<file path="src/rtl/i2c_pkg.sv">
// Shared types and constants for the I2C FIFO slave.
// Bus state enum, ACK/NACK bus levels and the read-empty filler byte.
package i2c_pkg;

  typedef enum logic [2:0] {
    IDLE,
    ADDR,
    ADDR_ACK,
    WR_DATA,
    WR_ACK,
    RD_DATA,
    RD_ACK,
    IGNORE
  } i2c_state_e;

  // SDA levels as seen on the bus
  localparam logic ACK  = 1'b0;
  localparam logic NACK = 1'b1;

  localparam logic [7:0] RD_FILL  = 8'hFF;
  localparam logic [7:0] GC_ADDR  = 8'h00;
  localparam logic [7:0] GC_FLUSH = 8'h55;

endpackage

</file>
<file path="src/rtl/sync_fifo_p.sv">
// Byte FIFO with registered full/empty and sticky overflow/underflow.
// clr has priority over push and pop and also clears the sticky flags.
module sync_fifo_p #(
  parameter int DEPTH = 16,
  parameter int WIDTH = 8
) (
  input  logic                     clk,
  input  logic                     rst,
  input  logic                     clr_i,
  input  logic                     push_i,
  input  logic                     pop_i,
  input  logic [WIDTH-1:0]         wdata_i,
  output logic [WIDTH-1:0]         rdata_o,
  output logic [$clog2(DEPTH):0]   count_o,
  output logic                     full_o,
  output logic                     empty_o,
  output logic                     overflow_o,
  output logic                     underflow_o
);

  localparam int AW = $clog2(DEPTH);
  localparam logic [AW:0] FULL_CNT = (AW+1)'(DEPTH);

  logic [WIDTH-1:0] mem_q [DEPTH];
  logic [AW-1:0]    wptr_q, wptr_d;
  logic [AW-1:0]    rptr_q, rptr_d;
  logic [AW:0]      cnt_q, cnt_d;
  logic             full_q, full_d;
  logic             empty_q, empty_d;
  logic             ovf_q, ovf_d;
  logic             unf_q, unf_d;
  logic             do_push, do_pop;

  assign do_push = push_i & ~full_q & ~clr_i;
  assign do_pop  = pop_i & ~empty_q & ~clr_i;

  always_comb begin
    wptr_d = wptr_q;
    rptr_d = rptr_q;
    cnt_d  = cnt_q;
    ovf_d  = ovf_q | (push_i & full_q);
    unf_d  = unf_q | (pop_i & empty_q);
    if (clr_i) begin
      wptr_d = '0;
      rptr_d = '0;
      cnt_d  = '0;
      ovf_d  = 1'b0;
      unf_d  = 1'b0;
    end else if (do_push) begin
      wptr_d = wptr_q + AW'(1);
      cnt_d  = cnt_q + (AW+1)'(1);
    end else if (do_pop) begin
      rptr_d = rptr_q + AW'(1);
      cnt_d  = cnt_q - (AW+1)'(1);
    end
    full_d  = (cnt_d == FULL_CNT);
    empty_d = (cnt_d == '0);
  end

  always_ff @(posedge clk or posedge rst) begin
    if (rst) begin
      wptr_q  <= '0;
      rptr_q  <= '0;
      cnt_q   <= '0;
      full_q  <= 1'b0;
      empty_q <= 1'b1;
      ovf_q   <= 1'b0;
      unf_q   <= 1'b0;
    end else begin
      wptr_q  <= wptr_d;
      rptr_q  <= rptr_d;
      cnt_q   <= cnt_d;
      full_q  <= full_d;
      empty_q <= empty_d;
      ovf_q   <= ovf_d;
      unf_q   <= unf_d;
    end
  end

  always_ff @(posedge clk) begin
    if (do_push) mem_q[wptr_q] <= wdata_i;
  end

  assign rdata_o     = mem_q[rptr_q];
  assign count_o     = cnt_q;
  assign full_o      = full_q;
  assign empty_o     = empty_q;
  assign overflow_o  = ovf_q;
  assign underflow_o = unf_q;

endmodule

</file>
<file path="src/rtl/i2c_fifo_slave_p.sv">
// I2C slave: writes push into a byte FIFO, reads pop from it.
// Define I2C_FIFO_GENERAL_CALL_EN to accept general call 8'h55 as a flush.
module i2c_fifo_slave_p
  import i2c_pkg::*;
#(
  parameter logic [6:0] SLAVE_ADDR  = 7'h19,
  parameter int         DEPTH       = 16,
  parameter int         SYNC_STAGES = 2
) (
  input  logic                   clk,
  input  logic                   rst,
  input  logic                   scl,
  input  logic                   sda_in,
  output logic                   sda_oe,
  input  logic                   clr,
  output logic [$clog2(DEPTH):0] fifo_count,
  output logic                   fifo_full,
  output logic                   fifo_empty,
  output logic                   overflow,
  output logic                   underflow
);

`ifdef I2C_FIFO_GENERAL_CALL_EN
  localparam bit GC_EN = 1'b1;
`else
  localparam bit GC_EN = 1'b0;
`endif

  logic [SYNC_STAGES-1:0] scl_sync_q, sda_sync_q;
  logic scl_s, sda_s, scl_p_q, sda_p_q;
  logic scl_rise, scl_fall, start_det, stop_det;

  i2c_state_e state_q, state_d;
  logic [3:0] cnt_q, cnt_d;
  logic [7:0] sh_q, sh_d;
  logic       oe_q, oe_d;
  logic       ph_q, ph_d;
  logic       ack_q, ack_d;
  logic       rw_q, rw_d;
  logic       gc_q, gc_d;

  logic       push, pop, gc_clr;
  logic [7:0] byte_in, load, rdata;

  always_ff @(posedge clk or posedge rst) begin
    if (rst) begin
      scl_sync_q <= '1;
      sda_sync_q <= '1;
      scl_p_q    <= 1'b1;
      sda_p_q    <= 1'b1;
    end else begin
      scl_sync_q[0] <= scl;
      sda_sync_q[0] <= sda_in;
      for (int i = 1; i < SYNC_STAGES; i++) begin
        scl_sync_q[i] <= scl_sync_q[i-1];
        sda_sync_q[i] <= sda_sync_q[i-1];
      end
      scl_p_q <= scl_s;
      sda_p_q <= sda_s;
    end
  end

  assign scl_s     = scl_sync_q[SYNC_STAGES-1];
  assign sda_s     = sda_sync_q[SYNC_STAGES-1];
  assign scl_rise  = scl_s & ~scl_p_q;
  assign scl_fall  = ~scl_s & scl_p_q;
  assign start_det = scl_s & scl_p_q & sda_p_q & ~sda_s;
  assign stop_det  = scl_s & scl_p_q & ~sda_p_q & sda_s;

  assign byte_in = {sh_q[6:0], sda_s};
  assign load    = fifo_empty ? RD_FILL : rdata;

  // ph_q marks that the ninth (ACK) rise has been seen
  always_comb begin
    state_d = state_q;
    cnt_d   = cnt_q;
    sh_d    = sh_q;
    oe_d    = oe_q;
    ph_d    = ph_q;
    ack_d   = ack_q;
    rw_d    = rw_q;
    gc_d    = gc_q;
    push    = 1'b0;
    pop     = 1'b0;
    gc_clr  = 1'b0;
    if (start_det) begin
      state_d = ADDR;
      cnt_d   = '0;
      oe_d    = 1'b0;
      ph_d    = 1'b0;
      gc_d    = 1'b0;
    end else if (stop_det) begin
      state_d = IDLE;
      oe_d    = 1'b0;
      gc_d    = 1'b0;
    end else begin
      unique case (state_q)
        IDLE: ;
        ADDR: if (scl_rise) begin
          sh_d  = byte_in;
          cnt_d = cnt_q + 4'd1;
          if (cnt_q == 4'd7) begin
            ph_d = 1'b0;
            if (byte_in[7:1] == SLAVE_ADDR) begin
              state_d = ADDR_ACK;
              rw_d    = byte_in[0];
            end else if (GC_EN && byte_in == GC_ADDR) begin
              state_d = ADDR_ACK;
              rw_d    = 1'b0;
              gc_d    = 1'b1;
            end else begin
              state_d = IGNORE;
            end
          end
        end
        ADDR_ACK: if (scl_rise) begin
          ph_d = 1'b1;
        end else if (scl_fall) begin
          if (!ph_q) begin
            oe_d = ~ACK;
          end else if (rw_q) begin
            state_d = RD_DATA;
            cnt_d   = '0;
            pop     = 1'b1;
            sh_d    = load;
            oe_d    = ~load[7];
          end else begin
            state_d = WR_DATA;
            cnt_d   = '0;
            oe_d    = 1'b0;
          end
        end
        WR_DATA: if (scl_rise) begin
          sh_d  = byte_in;
          cnt_d = cnt_q + 4'd1;
          if (cnt_q == 4'd7) begin
            state_d = WR_ACK;
            ph_d    = 1'b0;
            if (gc_q) begin
              ack_d  = (byte_in == GC_FLUSH);
              gc_clr = (byte_in == GC_FLUSH);
            end else begin
              ack_d = ~fifo_full;
              push  = 1'b1;
            end
          end
        end
        WR_ACK: if (scl_rise) begin
          ph_d = 1'b1;
        end else if (scl_fall) begin
          if (!ph_q) begin
            oe_d = ack_q;
          end else begin
            state_d = WR_DATA;
            cnt_d   = '0;
            oe_d    = 1'b0;
          end
        end
        RD_DATA: if (scl_rise) begin
          cnt_d = cnt_q + 4'd1;
          sh_d  = {sh_q[6:0], 1'b0};
        end else if (scl_fall) begin
          if (cnt_q == 4'd8) begin
            state_d = RD_ACK;
            oe_d    = 1'b0;
            ph_d    = 1'b0;
          end else begin
            oe_d = ~sh_q[7];
          end
        end
        RD_ACK: if (scl_rise) begin
          ph_d  = 1'b1;
          ack_d = (sda_s == ACK);
        end else if (scl_fall && ph_q) begin
          if (ack_q) begin
            state_d = RD_DATA;
            cnt_d   = '0;
            pop     = 1'b1;
            sh_d    = load;
            oe_d    = ~load[7];
          end else begin
            state_d = IGNORE;
            oe_d    = 1'b0;
          end
        end
        IGNORE: oe_d = 1'b0;
      endcase
    end
  end

  always_ff @(posedge clk or posedge rst) begin
    if (rst) begin
      state_q <= IDLE;
      cnt_q   <= '0;
      sh_q    <= '0;
      oe_q    <= 1'b0;
      ph_q    <= 1'b0;
      ack_q   <= 1'b0;
      rw_q    <= 1'b0;
      gc_q    <= 1'b0;
    end else begin
      state_q <= state_d;
      cnt_q   <= cnt_d;
      sh_q    <= sh_d;
      oe_q    <= oe_d;
      ph_q    <= ph_d;
      ack_q   <= ack_d;
      rw_q    <= rw_d;
      gc_q    <= gc_d;
    end
  end

  assign sda_oe = oe_q;

  sync_fifo_p #(
    .DEPTH (DEPTH),
    .WIDTH (8)
  ) u_fifo (
    .clk         (clk),
    .rst         (rst),
    .clr_i       (clr | gc_clr),
    .push_i      (push),
    .pop_i       (pop),
    .wdata_i     (sh_d),
    .rdata_o     (rdata),
    .count_o     (fifo_count),
    .full_o      (fifo_full),
    .empty_o     (fifo_empty),
    .overflow_o  (overflow),
    .underflow_o (underflow)
  );

endmodule

</file>
<file path="config.mk">
export PLATFORM = sky130hd
export DESIGN_NAME = i2c_fifo_slave_p
export DESIGN_NICKNAME = d
export VERILOG_FILES = /design/src/rtl/i2c_pkg.sv /design/src/rtl/sync_fifo_p.sv /design/src/rtl/i2c_fifo_slave_p.sv
export SDC_FILE = /design/constraint.sdc
export NUM_CORES = 1
export LEC_CHECK = 0
export CAP_MARGIN = 20
export CORE_ASPECT_RATIO = 1.4
export CORE_MARGIN = 2
export CORE_UTILIZATION = 50
export CTS_BUF_LIST = sky130_fd_sc_hd__clkbuf_4 sky130_fd_sc_hd__clkbuf_8 sky130_fd_sc_hd__clkbuf_16
export DETAILED_ROUTE_END_ITERATION = 7
export HOLD_SLACK_MARGIN = 0.08
export PLACE_DENSITY = 0.68
export SYNTH_ARGS = -nofsm -noshare
export SYNTH_HDL_FRONTEND = slang
export SYNTH_HIERARCHICAL = 1
export SYNTH_SLANG_ARGS = --single-unit
</file>
<file path="constraint.sdc">
create_clock -name clk -period 2.88 [get_ports clk]
set_input_delay 0.288 -clock clk [delete_from_list [all_inputs] [get_ports clk]]
set_output_delay 0.288 -clock clk [all_outputs]
set_load 0.05 [all_outputs]
</file>
=== After elaboration in Yosys (flattened, before gate mapping) ===
Memory sizes are Yosys's and may differ from the RTL's.
Index checks and enable logic that the tools add are counted.

* Output and inout port bits: 10
* Memories kept: 1
* Latch bits: 0
* Bits in read-only memories: 0
* RAM bits: 128
* Input bits: 5
* Word-level logic and storage cells: 228
* Bits in registers: 43

{| class="wikitable"
|+ Memories
! name !! words !! width !! read ports !! clocked after Yosys merged registers in !! wr ports !! line !! text
|-
| u_fifo.mem_q || 16 || 8 || 1 || 0 || 1 || sync_fifo_p.sv:24 || <nowiki>logic [WIDTH-1:0] mem_q [DEPTH];</nowiki>
|}

* Bitwise logic cells: 27
* Order comparisons: 0
* $add $sub $neg: 5
* Reduce and logical (&&, ||, !) cells: 21
* Divide/modulo/power cells: 0
* Eq/ne operators: 45
* Shift-type cells: 0
* Multiply operators: 0
* Multiplexer cells: 110

{| class="wikitable"
|+ Operators with widths
! cell !! number
|-
| $mux 8 || 12
|-
| $ne 4x4->1 const B || 15
|-
| $mux 3 || 19
|-
| $mux 4 || 14
|-
| $mux 1 || 54
|-
| $pmux 8 s4 || 1
|-
| $ne 3x1->1 const B || 6
|-
| $ne 3x3->1 const B || 6
|-
| $pmux 3 s6 || 1
|-
| $reduce_and 9->1 || 2
|-
| $reduce_and 16->1 || 1
|-
| $mux 5 || 3
|-
| $and 1x1->1 || 13
|-
| $add 4x1->4 const B || 3
|-
| $eq 3x3->1 const B || 4
|-
| $pmux 4 s3 || 1
|-
| $reduce_and 6->1 || 2
|-
| $not 1->1 || 11
|-
| $eq 8x7->1 const B || 1
|-
| $ne 2x2->1 const B || 4
|-
| $reduce_and 8->1 || 1
|-
| $reduce_bool 2->1 || 4
|-
| $reduce_bool 4->1 || 2
|-
| $reduce_bool 8->1 || 1
|-
| 21 further kinds || 27
|}

=== Depth between registers and ports, before layout ===
* Depth in word-level cells: 14
* Gate-level depth with buffers: 10
* Mapped depth without buffers: 9

=== Cells and area by module ===
Netlist, hierarchy kept.

{| class="wikitable"
|+ Modules (own cells, without submodules)
! module !! cells each !! times used !! seq. area each (µm²) !! area an instance (µm²)
|-
| sync_fifo_p || 299 || 1 || 4270.3 || 5974.5
|-
| i2c_fifo_slave_p || 172 || 1 || 633.1 || 1595.3
|}

=== Worst setup path before layout ===
OpenSTA, ideal clock, no wires.

* Path kind: register to register
* From: register u_fifo.rptr_q[1]
* To: memory u_fifo.mem_q[0][7] (data pin)
* Clock period less this slack: 2.789 ns
* Path slack: 0.091 ns
* Data required time: 2.531 ns
* Data arrival time: 2.440 ns
* Stages on the path, launching flop included: 9
* Setup time: 0.349 ns
* Buffers on the path: 2
* Cell sequence: dfrtp_1 -> clkbuf_1 -> clkbuf_1 -> mux4_1 -> mux4_2 -> nor2_1 -> a31oi_1 -> a221oi_1 -> o31ai_1

* Longest elaborated chain between the ends: 9
* Elaborated cells between the ends (all ways): 12
* Classes of those cells: mux: 11; memory: 1

{| class="wikitable"
|+ Ends and longest elaborated chain
! item !! line !! text
|-
| start, declared || sync_fifo_p.sv:26 || <nowiki>logic [AW-1:0] rptr_q, rptr_d;</nowiki>
|-
| start signal, assigned || sync_fifo_p.sv:71 || <nowiki>rptr_q <= rptr_d;</nowiki>
|-
| $mem_v2 16x8 (*) || -- ||
|-
| via rdata[7] || i2c_fifo_slave_p.sv:43 || <nowiki>logic [7:0] byte_in, load, rdata;</nowiki>
|-
| $mux 8 (*) || i2c_fifo_slave_p.sv:71 || <nowiki>assign load = fifo_empty ? RD_FILL : rdata;</nowiki>
|-
| $mux 8 || i2c_fifo_slave_p.sv:121 || <nowiki>end else if (rw_q) begin</nowiki>
|-
| $mux 8 || i2c_fifo_slave_p.sv:119 || <nowiki>if (!ph_q) begin</nowiki>
|-
| $mux 8 || i2c_fifo_slave_p.sv:118 || <nowiki>end else if (scl_fall) begin</nowiki>
|-
| $mux 8 || i2c_fifo_slave_p.sv:116 || <nowiki>ADDR_ACK: if (scl_rise) begin</nowiki>
|-
| $pmux 8 s4 (*) || i2c_fifo_slave_p.sv:97 || <nowiki>unique case (state_q)</nowiki>
|-
| $mux 8 (*) || i2c_fifo_slave_p.sv:92 || <nowiki>end else if (stop_det) begin</nowiki>
|-
| $mux 8 (*) || i2c_fifo_slave_p.sv:86 || <nowiki>if (start_det) begin</nowiki>
|-
| via sh_d[7] || i2c_fifo_slave_p.sv:35 || <nowiki>logic [7:0] sh_q, sh_d;</nowiki>
|-
| end, declared || sync_fifo_p.sv:24 ||
|}

Mark *: on every way through the listed nets, which the timed path passes. The rest lies on a longest branch.

=== Worst setup path in the final report ===
* From: register u_fifo.rptr_q[0]
* To: memory u_fifo.mem_q[15][7] (data pin)

Same word-level chain as after synthesis.

==> reports/qor.yml <==
status: "finished clean"
place_inst: 680
cp_data_required_time_ps: 3000
yosysSeqAreaShare_pct: 64.8
relSlewSlack_pct: 49.5
fin_area_mm2: 0.00869
worst_pin_slew_ps: 758
multiInputGateArea_mm2: 0.00249
grtUsageTotal_pct: 20.3
synth.net_count: 485
finalCritPeriodShare_pct: 94.6
wire_per_inst_um: 21.4
yosysWarnings: 6
ys_seq_elements: 170
cts_root_buf: "clkbuf_16"
dpl.hpwl_um: 10200
numCtsBuffers: 17
cts_tree: "yes"
worstPathArrival_ps: 2840
viasPerCell: 5.98
fin_crit_ps: 2720
grt_pass1_vias: 4260
die-height_um: 150
placed_cell_area_mm2: 0.00802
io_buffers: 14
grt_pass1_wl_um: 23900
synth_adder_area_share_pct: 1.49
cp-start-kind: "flip-flop"
drive_gt1_share_pct: 19.0
drv_cap: 0
synth_xor_area_share_pct: 0.810
grt_max_degree: 29
clk_latency_ps: 430
dp_slack_ps: 44.1
stdcell_count: 713
gr-total-overflow: 0
io_pins: 15
die_area_mm2: 0.0162
die_width_um: 108
nNetsFinal: 522
grt_setup_unrepaired: "no"
fin_setup_tns_ps: 0
min_path_type: "input port to flip-flop"
fmax_mhz: 367
p_leak_nw: 3.11
fin_ws_ps: 156
n_fill_cell: 1104
synth_compound_area_share_pct: 6.63
firstDrtPassIters: 5
first_iter_violations: 426
synthArstFlopShare_pct: 24.7
synth_mux_area_share_pct: 14.4
finalWeightedCongestion: 0.897
clk_pin_slew_ps: 70
hold_viol_final: 0
fin_skew_ps: 12.3
synth_area_per_cell_um2: 16.1
coreArea_mm2: 0.0149
synth_cells: 471
antenna_cells: 0
clk_path_buf_depth: 2
vias: 4263
drt_wl_total_um: 15300
antenna_found_initial: 0
synth_top_family_by_area: "multiplexers"
path_class: "flip-flop to flip-flop"
cts_hold_buf: 0
endpoint_kind: "flip-flop"
synth_edf_count: 128
drv_slew: 0
ant_nets: 0
ys_types: 64
irDropWorstVdd_v: 0.000399
fin_total_pwr_mw: 6.22
cts_max_level: 4
rows: 53
cts.sinks: 170
p_per_area_mw_per_mm2: 716
start_util_pct: 50.7
areaGrowthSynthToFinish_pct: 14.8
netlist_area_mm2: 0.00757
critPathMaxFanout: 17
register_area_mm2: 0.00490
yosys.area_share.simple_pct: 9.32
route.detailed.drc: 0
report.final.setup_viol: 0
ys_dominant_reg_cell: "edfxtp_1"
cell type report:
| type | count | share of cell area (%) |
|---|---|---|
| multi-input cells | 261 | 28.7 |
| repair buffers | 38 | 4.06 |
| flip-flops and latches | 170 | 56.4 |
| clock inverters | 15 | 2.29 |
| inverters | 20 | 0.864 |
| well taps | 192 | 2.76 |
| clock buffers | 17 | 4.89 |
cells by family (layout without fill, tap and decap cells):
group / after synthesis / in the layout
adder cells (fa/ha/maj): 9 / 9
XOR/XNOR: 7 / 7
AO/OA/AOI/OAI: 63 / 63
AND/OR/NAND/NOR: 135 / 135
buffers and inverters: 40 / 90
multiplexers: 47 / 47
flip-flops: 170 / 170
what timing repair did:
item,in CTS,in global routing
setup buffers,0,0
endpoints found under the setup margin,0,35
resized for setup,0,3
state kept, by name, indices dropped and copies added (netlist names), 2 cells and up:
name and flops:
cnt_q 4, scl_sync_q 2, sda_sync_q 2, sh_q 8, state_q 3, u_fifo/count_o 5
u_fifo/mem_q 128, u_fifo/rptr_q 4, u_fifo/wptr_q 4
through the flow:
step                util [%]  hold slack, ps
CTS                     58.0             262
global placement        53.8             347
global route            58.2             263
floorplan                  -             213
detailed placement      53.8             348
finish                  58.2             276
Yosys cell counts (all sizes together) (5+ instances only):
cell	number	area [um2]
nor2	41	178
nand2b	12	75.1
o221ai	7	105
mux4	40	1010
nand2	26	103
buf	10	80.1
dfrtp	35	876
dfstp	7	184
o21ai	9	45.0
ha	9	113
a21oi	17	88.8
and2	12	75.1
nor2b	6	37.5
nor3	14	70.1
inv	20	75.1
edfxtp	128	3840
nand3	6	30.0
xor2	5	43.8
clkbuf	10	37.5
path summary, 6_finish.rpt:
kind                                         startpoint                            end  slack [ps]  depth (start not counted)
max in group asynchronous                           rst   u_fifo/rptr_q[0]$_DFFE_PP0P_        2110                          2
min                                              sda_in        sda_sync_q[0]$_DFF_PP1_         280                          1
max                        u_fifo/rptr_q[0]$_DFFE_PP0P_  u_fifo/mem_q[15][7]$_DFFE_PP_         160                          6
min reg2reg                     scl_sync_q[0]$_DFF_PP1_        scl_sync_q[1]$_DFF_PP1_         360                          0
min in group asynchronous                           rst   u_fifo/underflow_o$_DFF_PP0_         300                          2
max reg2reg                u_fifo/rptr_q[0]$_DFFE_PP0P_  u_fifo/mem_q[15][7]$_DFFE_PP_         160                          6
cell usage in the layout (no fill, tap or decap), types with 9 or more instances in the layout:
master,instances
clkdlybuf4s50_1,14
mux4_2,10
inv_1,20
and2_1,12
clkbuf_16,17
mux4_1,30
dfrtp_1,34
nor3_1,14
ha_1,9
buf_4,22
edfxtp_1,128
nand2_1,24
a21oi_1,16
nand2b_1,12
nor2_1,37
layer usage:
metal  global-route usage [%]  up-vias  wire length, um
li1                         -     1925                -
met5                        0        -                0
met1                     25.5     2198             6300
met4                     7.95        0              388
met2                     34.4      106             8050
met3                     4.40       34              522
where the power goes:
group | total, mW | internal, mW | switching (mW) | leakage [nW]
Combinational | 0.951 | 0.342 | 0.608 | 1.05
Sequential | 2.92 | 2.81 | 0.103 | 1.76
Clock | 2.36 | 1.33 | 1.03 | 0.303
Total | 6.22 | 4.48 | 1.74 | 3.11
worst max-delay path: stages (launching register included):
cell	delay [ps]
dfrtp_2	470
mux4_1	580
mux4_2	530
nor2_1	200
a31oi_1	140
a221oi_2	330
o31ai_4	170
Note: power is estimated with default switching activity, not from simulation.
